[src/rtl/axi_lite_master.sv]
`default_nettype none
// ============================================================================
//  Module   : axi_lite_master
//  Purpose  : Single-outstanding AXI4-Lite initiator. Turns one upstream
//             load/store/fetch request into an AR/R or AW/W/B exchange and
//             returns read data or write completion plus an error flag on a
//             valid/ready response port.
//  Revision : 1.0 - initial release
// ----------------------------------------------------------------------------
//  Ports
//    clk, rst (sync, active-low)
//    req_*  : upstream request (valid/ready, wen, addr, wdata, wstrb)
//    resp_* : upstream response (valid/ready, rdata, err)
//    AR*/R* : AXI4-Lite read address / read data channels
//    AW*/W*/B* : AXI4-Lite write address / data / response channels
//  Options
//    AXI_MASTER_TIMEOUT_EN : enables a watchdog that aborts a stuck
//                            transaction after TIMEOUT_CYCLES cycles and
//                            reports it as an error response.
// ============================================================================
module axi_lite_master #(
    parameter int TIMEOUT_CYCLES = 255
) (
    input  logic        clk,
    input  logic        rst,
    // upstream request
    input  logic        req_valid,
    output logic        req_ready,
    input  logic        req_wen,
    input  logic [31:0] req_addr,
    input  logic [31:0] req_wdata,
    input  logic [3:0]  req_wstrb,
    // upstream response
    output logic        resp_valid,
    input  logic        resp_ready,
    output logic [31:0] resp_rdata,
    output logic        resp_err,
    // AXI read address / data
    output logic        ARVALID,
    input  logic        ARREADY,
    output logic [31:0] ARADDR,
    input  logic        RVALID,
    output logic        RREADY,
    input  logic [31:0] RDATA,
    input  logic [1:0]  RRESP,
    // AXI write address / data / response
    output logic        AWVALID,
    input  logic        AWREADY,
    output logic [31:0] AWADDR,
    output logic        WVALID,
    input  logic        WREADY,
    output logic [31:0] WDATA,
    output logic [3:0]  WSTRB,
    input  logic        BVALID,
    output logic        BREADY,
    input  logic [1:0]  BRESP
);

    typedef enum logic [2:0] {
        S_IDLE    = 3'd0,
        S_RD_ADDR = 3'd1,
        S_RD_DATA = 3'd2,
        S_WR      = 3'd3,
        S_WR_RESP = 3'd4,
        S_RESP    = 3'd5
    } state_t;

    state_t      r_state;
    state_t      w_state_next;
    logic        r_aw_done;
    logic        r_w_done;
    logic [31:0] r_addr;
    logic [31:0] r_wdata;
    logic [3:0]  r_wstrb;
    logic [31:0] r_rdata;
    logic        r_err;
    logic        w_accept;
    logic        w_busy;
    logic        w_timeout;

    // All handshake outputs are pure decodes of registered state.
    assign req_ready  = (r_state == S_IDLE);
    assign resp_valid = (r_state == S_RESP);
    assign ARVALID    = (r_state == S_RD_ADDR);
    assign RREADY     = (r_state == S_RD_DATA);
    assign AWVALID    = (r_state == S_WR) && !r_aw_done;
    assign WVALID     = (r_state == S_WR) && !r_w_done;
    assign BREADY     = (r_state == S_WR_RESP);

    assign ARADDR     = r_addr;
    assign AWADDR     = r_addr;
    assign WDATA      = r_wdata;
    // Driven during reads as well: the responder uses it as the read length.
    assign WSTRB      = r_wstrb;
    assign resp_rdata = r_rdata;
    assign resp_err   = r_err;

    assign w_accept = (r_state == S_IDLE) && req_valid;
    assign w_busy   = (r_state == S_RD_ADDR) || (r_state == S_RD_DATA) ||
                      (r_state == S_WR)      || (r_state == S_WR_RESP);

`ifdef AXI_MASTER_TIMEOUT_EN
    localparam int CNT_W = ($clog2(TIMEOUT_CYCLES + 1) > 8) ?
                           $clog2(TIMEOUT_CYCLES + 1) : 8;
    logic [CNT_W-1:0] r_cnt;

    // Fires in the cycle whose increment would make the count reach the
    // limit, so RESP is entered exactly TIMEOUT_CYCLES cycles after the
    // first busy cycle.
    assign w_timeout = w_busy && (r_cnt == CNT_W'(TIMEOUT_CYCLES - 1));

    always_ff @(posedge clk) begin
        if (!rst) begin
            r_cnt <= '0;
        end else if (w_accept) begin
            r_cnt <= '0;
        end else if (w_busy) begin
            r_cnt <= r_cnt + 1'b1;
        end
    end
`else
    logic w_unused_timeout_param;
    assign w_unused_timeout_param = (TIMEOUT_CYCLES == 0);
    assign w_timeout = 1'b0;
`endif

    always_comb begin
        w_state_next = r_state;
        case (r_state)
            S_IDLE:    if (req_valid) w_state_next = req_wen ? S_WR : S_RD_ADDR;
            S_RD_ADDR: if (ARREADY)   w_state_next = S_RD_DATA;
            S_RD_DATA: if (RVALID)    w_state_next = S_RESP;
            // A handshake completing this cycle counts towards "both done".
            S_WR:      if ((r_aw_done || AWREADY) && (r_w_done || WREADY))
                           w_state_next = S_WR_RESP;
            S_WR_RESP: if (BVALID)    w_state_next = S_RESP;
            S_RESP:    if (resp_ready) w_state_next = S_IDLE;
            default:   w_state_next = S_IDLE;
        endcase
        if (w_timeout) begin
            w_state_next = S_RESP;
        end
    end

    always_ff @(posedge clk) begin
        if (!rst) begin
            r_state   <= S_IDLE;
            r_aw_done <= 1'b0;
            r_w_done  <= 1'b0;
            r_addr    <= '0;
            r_wdata   <= '0;
            r_wstrb   <= '0;
            r_rdata   <= '0;
            r_err     <= 1'b0;
        end else begin
            r_state <= w_state_next;
            if (w_accept) begin
                r_addr  <= req_addr;
                r_wdata <= req_wdata;
                r_wstrb <= req_wstrb;
            end
            if (AWVALID && AWREADY) r_aw_done <= 1'b1;
            if (WVALID && WREADY)   r_w_done  <= 1'b1;
            if ((r_state == S_RD_DATA) && RVALID) begin
                r_rdata <= RDATA;
                r_err   <= (RRESP != 2'b00);
            end
            if ((r_state == S_WR_RESP) && BVALID) begin
                r_rdata <= '0;
                r_err   <= (BRESP != 2'b00);
            end
            if ((r_state == S_RESP) && resp_ready) begin
                r_aw_done <= 1'b0;
                r_w_done  <= 1'b0;
            end
            // Abort wins over any handshake landing in the same cycle.
            if (w_timeout) begin
                r_rdata <= '0;
                r_err   <= 1'b1;
            end
        end
    end

endmodule
`default_nettype wire

[config.mk]
export PLATFORM = sky130hd
export DESIGN_NAME = axi_lite_master
export DESIGN_NICKNAME = d
export VERILOG_FILES = /design/src/rtl/axi_lite_master.sv
export SDC_FILE = /design/constraint.sdc
export NUM_CORES = 1
export LEC_CHECK = 0
export ABC_AREA = 1
export CORE_ASPECT_RATIO = 2
export CORE_MARGIN = 2
export CORE_UTILIZATION = 41
export CTS_BUF_LIST = sky130_fd_sc_hd__clkbuf_4 sky130_fd_sc_hd__clkbuf_8
export CTS_CLUSTER_DIAMETER = 120
export DETAILED_ROUTE_END_ITERATION = 8
export GPL_TIMING_DRIVEN = 1
export PLACE_DENSITY = 0.91
export SLEW_MARGIN = 20
export SYNTH_ARGS = -nofsm -noshare
export SYNTH_HDL_FRONTEND = slang
export SYNTH_SLANG_ARGS = --single-unit
export TNS_END_PERCENT = 30
[constraint.sdc]
create_clock -name clk -period 5 [get_ports clk]
set_clock_uncertainty 0.2 [all_clocks]
set_input_delay 1 -clock clk [delete_from_list [all_inputs] [get_ports clk]]
set_output_delay 1 -clock clk [all_outputs]
set_load 0.02 [all_outputs]
# [Yosys cells after proc, flatten, opt, wreduce, memory -nomap -nowiden]
# Cells that the tools add are included.
[word_totals] out_inout_bits=140 register_bits=106 inputBits=114 elab_cells=50
[op_classes] muxes=10 n_eq_ne=11 n_reduce_logical=20 n_bitwise=1
[ops] op="two-way mux 3 bit" n=6
[ops] op="one-hot mux 3 bit (6 select lines)" n=1
[ops] op="logical AND 1 bit" n=9
[ops] op="equality test 3 x 2 -> 1 bit, second input constant" n=2
[ops] op="equality test 3 bit, second input constant" n=2
[ops] op="inequality test 2 x 1 -> 1 bit, second input constant" n=3
[ops] op="inequality test 2 bit, second input constant" n=3
[ops] op="AND reduction 6 bit" n=1
[ops] op="nonzero test 2 bit" n=3
[ops] op="OR reduction 2 bit" n=2
[ops] op="equality test 3 x 1 -> 1 bit, second input constant" n=1
[ops] op="zero test 3 bit" n=1
[ops] op="zero test 1 bit" n=2
[ops] op="logical OR 1 bit" n=2
[ops] op="two-way mux 1 bit" n=2
[ops] op="two-way mux 2 bit" n=1
[ops] op="NOT 1 bit" n=1

# [Depth between registers and ports, before layout]
[logic_depth] word_depth=4 mapped_depth=10

# [Least setup slack after synthesis]
# No wires, ideal clock.
[synth_path] kind="register to output" startpoint="register r_state[0]" endpoint="output port BREADY" t_arrival_ps=1034 required_ps=3800 path_stages_with_launch=3 setup_slack_ps=2766 cell_sequence="dfxtp_1 buf_2 nor3_1"
[synth_between] elab_chain_cells=1
[synth_rtl] element="from (decl)" line_no="68" text="state_t r_state;"
[synth_rtl] element="from (signal assigned)" line_no="156" text="r_state <= w_state_next;"
[synth_rtl] element="equality test 3 bit" line_no="88" text="assign BREADY = (r_state == S_WR_RESP);"
[synth_rtl] element="to (decl)" line_no="55" text="output logic BREADY,"
# No other way between the ends.

# [Worst setup path in the final report]
[layout_path] startpoint="register r_state[2]" endpoint="output port req_ready"
[layout_between] elab_chain_cells=1
[layout_rtl] element="zero test 3 bit" line_no="82" text="assign req_ready = (r_state == S_IDLE);"
[layout_rtl] element="to (decl)" line_no="28" text="output logic req_ready,"
# No other way between the ends.

==> impl_metrics.xml <==
<?xml version="1.0" encoding="UTF-8"?>
<metrics>
  <group name="outcome">
    <metric name="outcome" unit="">finished clean</metric>
  </group>
  <group name="power_and_ir_drop">
    <metric name="total_power_divided_by_cell_area" unit="nW/um^2">456</metric>
    <metric name="power.leakage" unit="nW">2.38</metric>
    <metric name="vdd_drop_max" unit="uV">567</metric>
  </group>
  <group name="sta">
    <metric name="timing.fmax" unit="GHz">0.281</metric>
    <metric name="post_route_clock_period_utilization" unit="%">71.1</metric>
    <metric name="worstMarginPinSlew" unit="ns">1.08</metric>
    <metric name="grt_setup_unrepaired" unit="">false</metric>
    <metric name="hold_fails_final_rpt" unit="">0</metric>
    <metric name="period_needed" unit="ns">3.55</metric>
    <metric name="finalSetupViolations" unit="">0</metric>
    <metric name="setup-tns-final" unit="ns">0</metric>
    <metric name="slew-limit-headroom" unit="%">28.0</metric>
    <metric name="timing_max_transition_violations_final" unit="">0</metric>
    <metric name="whs" unit="ns">0.265</metric>
  </group>
  <group name="clock_network">
    <metric name="clk_root_buffer_cell" unit="">clkbuf_8</metric>
    <metric name="post_cts.resized_instances" unit="">0</metric>
    <metric name="max-clock-path-buffers" unit="">2</metric>
    <metric name="cts_hold_buffers" unit="">0</metric>
    <metric name="cts_setup_buffers" unit="">0</metric>
    <metric name="ctsHtreeMaxLevel" unit="">3</metric>
    <metric name="cts_buffers" unit="">9</metric>
    <metric name="cts_tree" unit="">done</metric>
    <metric name="cts.reportedPaths.clkPinSlew" unit="ns">0.09</metric>
    <metric name="clock_latency_reported_for_the_late_side_of_the_worst_skew_pair" unit="ns">0.37</metric>
    <metric name="clock_sink_count" unit="">106</metric>
  </group>
  <group name="logic_synthesis">
    <metric name="synth_sequential_area_ratio" unit="%">50.5</metric>
    <metric name="synth-compound-area-share" unit="%">13.0</metric>
    <metric name="synth_top_family_by_area" unit="">simple AND/OR/NAND/NOR gates</metric>
    <metric name="muxShareOfSynthArea" unit="%">0</metric>
    <metric name="synth_cell_type_count" unit="">19</metric>
    <metric name="syn-instance-count" unit="">551</metric>
    <metric name="synth_fa_ha_area_share" unit="%">0</metric>
    <metric name="synth_simple_gate_area_share" unit="%">24.9</metric>
    <metric name="yosysWarnings" unit="">0</metric>
    <metric name="syn-cell-area" unit="sq um">4210</metric>
    <metric name="post_synth_xor_area_fraction" unit="%">0</metric>
    <metric name="postSynthNetCount" unit="">665</metric>
    <metric name="synth-seq-cells" unit="">106</metric>
    <metric name="synth.avg_cell_area" unit="sq um">7.63</metric>
  </group>
  <group name="placement">
    <metric name="post_dp_cell_area" unit="sq um">6490</metric>
    <metric name="hpwlAfterDp" unit="mm">10.1</metric>
    <metric name="portBuffers" unit="">253</metric>
    <metric name="routabilityCongestion" unit="">0.893</metric>
  </group>
  <group name="cells_and_area">
    <metric name="layout.cell_area.non_filler" unit="sq um">6680</metric>
    <metric name="final_util" unit="%">66.2</metric>
    <metric name="seq_area" unit="sq um">2120</metric>
    <metric name="n_antenna_cell" unit="">0</metric>
    <metric name="multi_input_area" unit="sq um">1600</metric>
    <metric name="synthToLayoutAreaGrowth" unit="%">58.8</metric>
    <metric name="layout-drive-gt1-share" unit="%">3.20</metric>
    <metric name="final_net_count" unit="">858</metric>
    <metric name="fill_cells" unit="">831</metric>
  </group>
  <group name="job">
    <metric name="drv.max_cap_violation_count" unit="">0</metric>
  </group>
  <group name="worst_setup_path">
    <metric name="critical_path.cell_chain" unit="">nor3_4, buf_4, clkdlybuf4s50_1</metric>
    <metric name="worst_setup_path_class" unit="">reg2out</metric>
    <metric name="critical_path_source_type" unit="">flip-flop</metric>
    <metric name="cp_num_buf_inv" unit="">2</metric>
    <metric name="rr_worst_depth" unit="">5</metric>
    <metric name="cp-end-kind" unit="">output port</metric>
    <metric name="required" unit="ns">3.80</metric>
    <metric name="cp_top_family" unit="">buffers and inverters</metric>
    <metric name="max_stage_delay" unit="ns">0.73</metric>
    <metric name="worst_r2r_startpoint" unit="">r_state[2]$_SDFFE_PN0P_</metric>
    <metric name="worstReg2RegEnd" unit="">WDATA[24]$_SDFFE_PN0P_</metric>
    <metric name="cp_data_arrival_time" unit="ns">2.35</metric>
    <metric name="cell_with_the_largest_stage_delay_on_the_worst_path" unit="">clkdlybuf4s50_1</metric>
    <metric name="timing.critical_path.fanout_max" unit="">71</metric>
    <metric name="timing.reg2reg.setup_slack" unit="ns">2.48</metric>
    <metric name="critPathLaunch" unit="">r_state[2]$_SDFFE_PN0P_</metric>
  </group>
  <group name="worst_hold_path">
    <metric name="holdPathStages" unit="">2</metric>
    <metric name="worstHoldEndpoint" unit="">WDATA[29]$_SDFFE_PN0P_</metric>
    <metric name="worst_hold_startpoint" unit="">WDATA[29]$_SDFFE_PN0P_</metric>
    <metric name="hold_path.class" unit="">reg2reg</metric>
  </group>
  <group name="global_route">
    <metric name="first_global_vias" unit="">4197</metric>
    <metric name="track_usage" unit="%">24.2</metric>
    <metric name="grt_pass1_wl" unit="mm">20.6</metric>
    <metric name="global_route_overflow" unit="">0</metric>
    <metric name="antenna_found_initial" unit="">0</metric>
    <metric name="largest_net_degree_at_the_start_of_global_routing" unit="">72</metric>
  </group>
  <group name="drt">
    <metric name="finalWirelength" unit="mm">13.9</metric>
    <metric name="detail_route.drc_violations" unit="">0</metric>
    <metric name="avgRoutedWirePerCell" unit="um">15.7</metric>
    <metric name="postRouteAntennaNets" unit="">0</metric>
    <metric name="firstDrtPassIters" unit="">4</metric>
    <metric name="vias" unit="">4423</metric>
    <metric name="avgViaCountPerCell" unit="">5.00</metric>
    <metric name="detail_route.iter0.violations" unit="">188</metric>
  </group>
  <group name="floorplan">
    <metric name="io_pins" unit="">254</metric>
    <metric name="core_area" unit="sq um">10100</metric>
    <metric name="row_count" unit="">52</metric>
    <metric name="fp.dieW" unit="um">75.6</metric>
    <metric name="design.die.area" unit="sq um">11100</metric>
    <metric name="fp.dieH" unit="um">147</metric>
    <metric name="start_util" unit="%">41.7</metric>
  </group>
</metrics>
layout by cell type, fill, tap and decap left out:
master	n
clkdlybuf4s50_1	252
nand2_1	152
dfxtp_1	106
a21oi_1	102
nand3_1	72
nor2_1	17
inv_1	15
clkbuf_8	9
o21ai_0	4
clkinv_2	2
clkinvlp_4	2
buf_4	2
nor3_4	1
nor3_1	1
nand2_4	1
nor2_4	1
nand3b_1	1
nand4_1	1
o21bai_1	1
or2_2	1
o211ai_1	1
inv_8	1
inv_6	1
clkinv_4	1
clkbuf_4	1
buf_2	1
cells in the mapped netlist (all sizes together):
library cell / number / area share (%)
nand2: 153 / 14
nor2: 18 / 1.7
dfxtp: 106 / 50
o21ai: 4 / 0.48
o21bai: 1 / 0.18
inv: 16 / 1.4
a21oi: 102 / 12
nand4: 1 / 0.15
clkbuf: 17 / 1.5
nand3b: 1 / 0.18
o211ai: 1 / 0.18
nand3: 72 / 8.6
buf: 56 / 8.7
or2: 1 / 0.15
nor3: 2 / 0.51
worst max-delay path by stage:
| stage | end | slack, ns | cells after the start |
|---|---|---|---|
| global route | req_ready | 1.32 | 3 |
| global placement | resp_err$_SDFFE_PN0P_ | 1.83 | 7 |
| CTS | req_ready | 1.47 | 3 |
| finish | req_ready | 1.45 | 3 |
| floorplan | BREADY | 2.77 | 2 |
| detailed placement | resp_err$_SDFFE_PN0P_ | 1.77 | 7 |
worst register-to-register path, delay by kind of cell, from the launching register on:
kind            cells  cell delay (ns)
compound gates      1             0.09
buf+inv             1             0.58
simple gates        3             1.08
flops               1             0.42
logic make-up after synthesis:
logic type | after synthesis
AO/OA/AOI/OAI | 108
buffers and inverters | 89
flip-flops | 106
AND/OR/NAND/NOR | 248
layer usage:
layer	global-route usage, %	vias up	part of all wire (%)
li1	-	2154	-
met1	25.3	2025	35
met5	0	-	0
met4	12.6	0	4.4
met2	42.5	199	55
met3	5.76	45	5.8
stage by stage:
step | power [W] | worst slack, ns | instances
floorplan | 0.00202 | 2.77 | 551
global placement | 0.00250 | 1.83 | 868
detailed placement | 0.00256 | 1.77 | 868
CTS | 0.00305 | 1.47 | 884
global route | 0.00322 | 1.32 | 884
finish | 0.00304 | 1.45 | 884
area by class of cell:
| class | count | area share (%) |
|---|---|---|
| clock inverters | 6 | 0.731 |
| flip-flops and latches | 106 | 31.8 |
| multi-input cells | 356 | 24.0 |
| well taps | 135 | 2.53 |
| repair buffers | 255 | 38.1 |
| inverters | 16 | 0.918 |
| clock buffers | 10 | 1.97 |
power breakdown:
group	switching [W]	internal [W]
clock network	0.000296	0.000192
registers	0.000121	0.000993
logic	0.000850	0.000592
registers in the layout (all words and copies together), names as in the netlist:
register	count
WDATA	32
r_w_done	1
WSTRB	4
resp_rdata	32
resp_err	1
r_state	3
r_aw_done	1
ARADDR	32
Note: power is estimated with default switching activity, not from simulation.
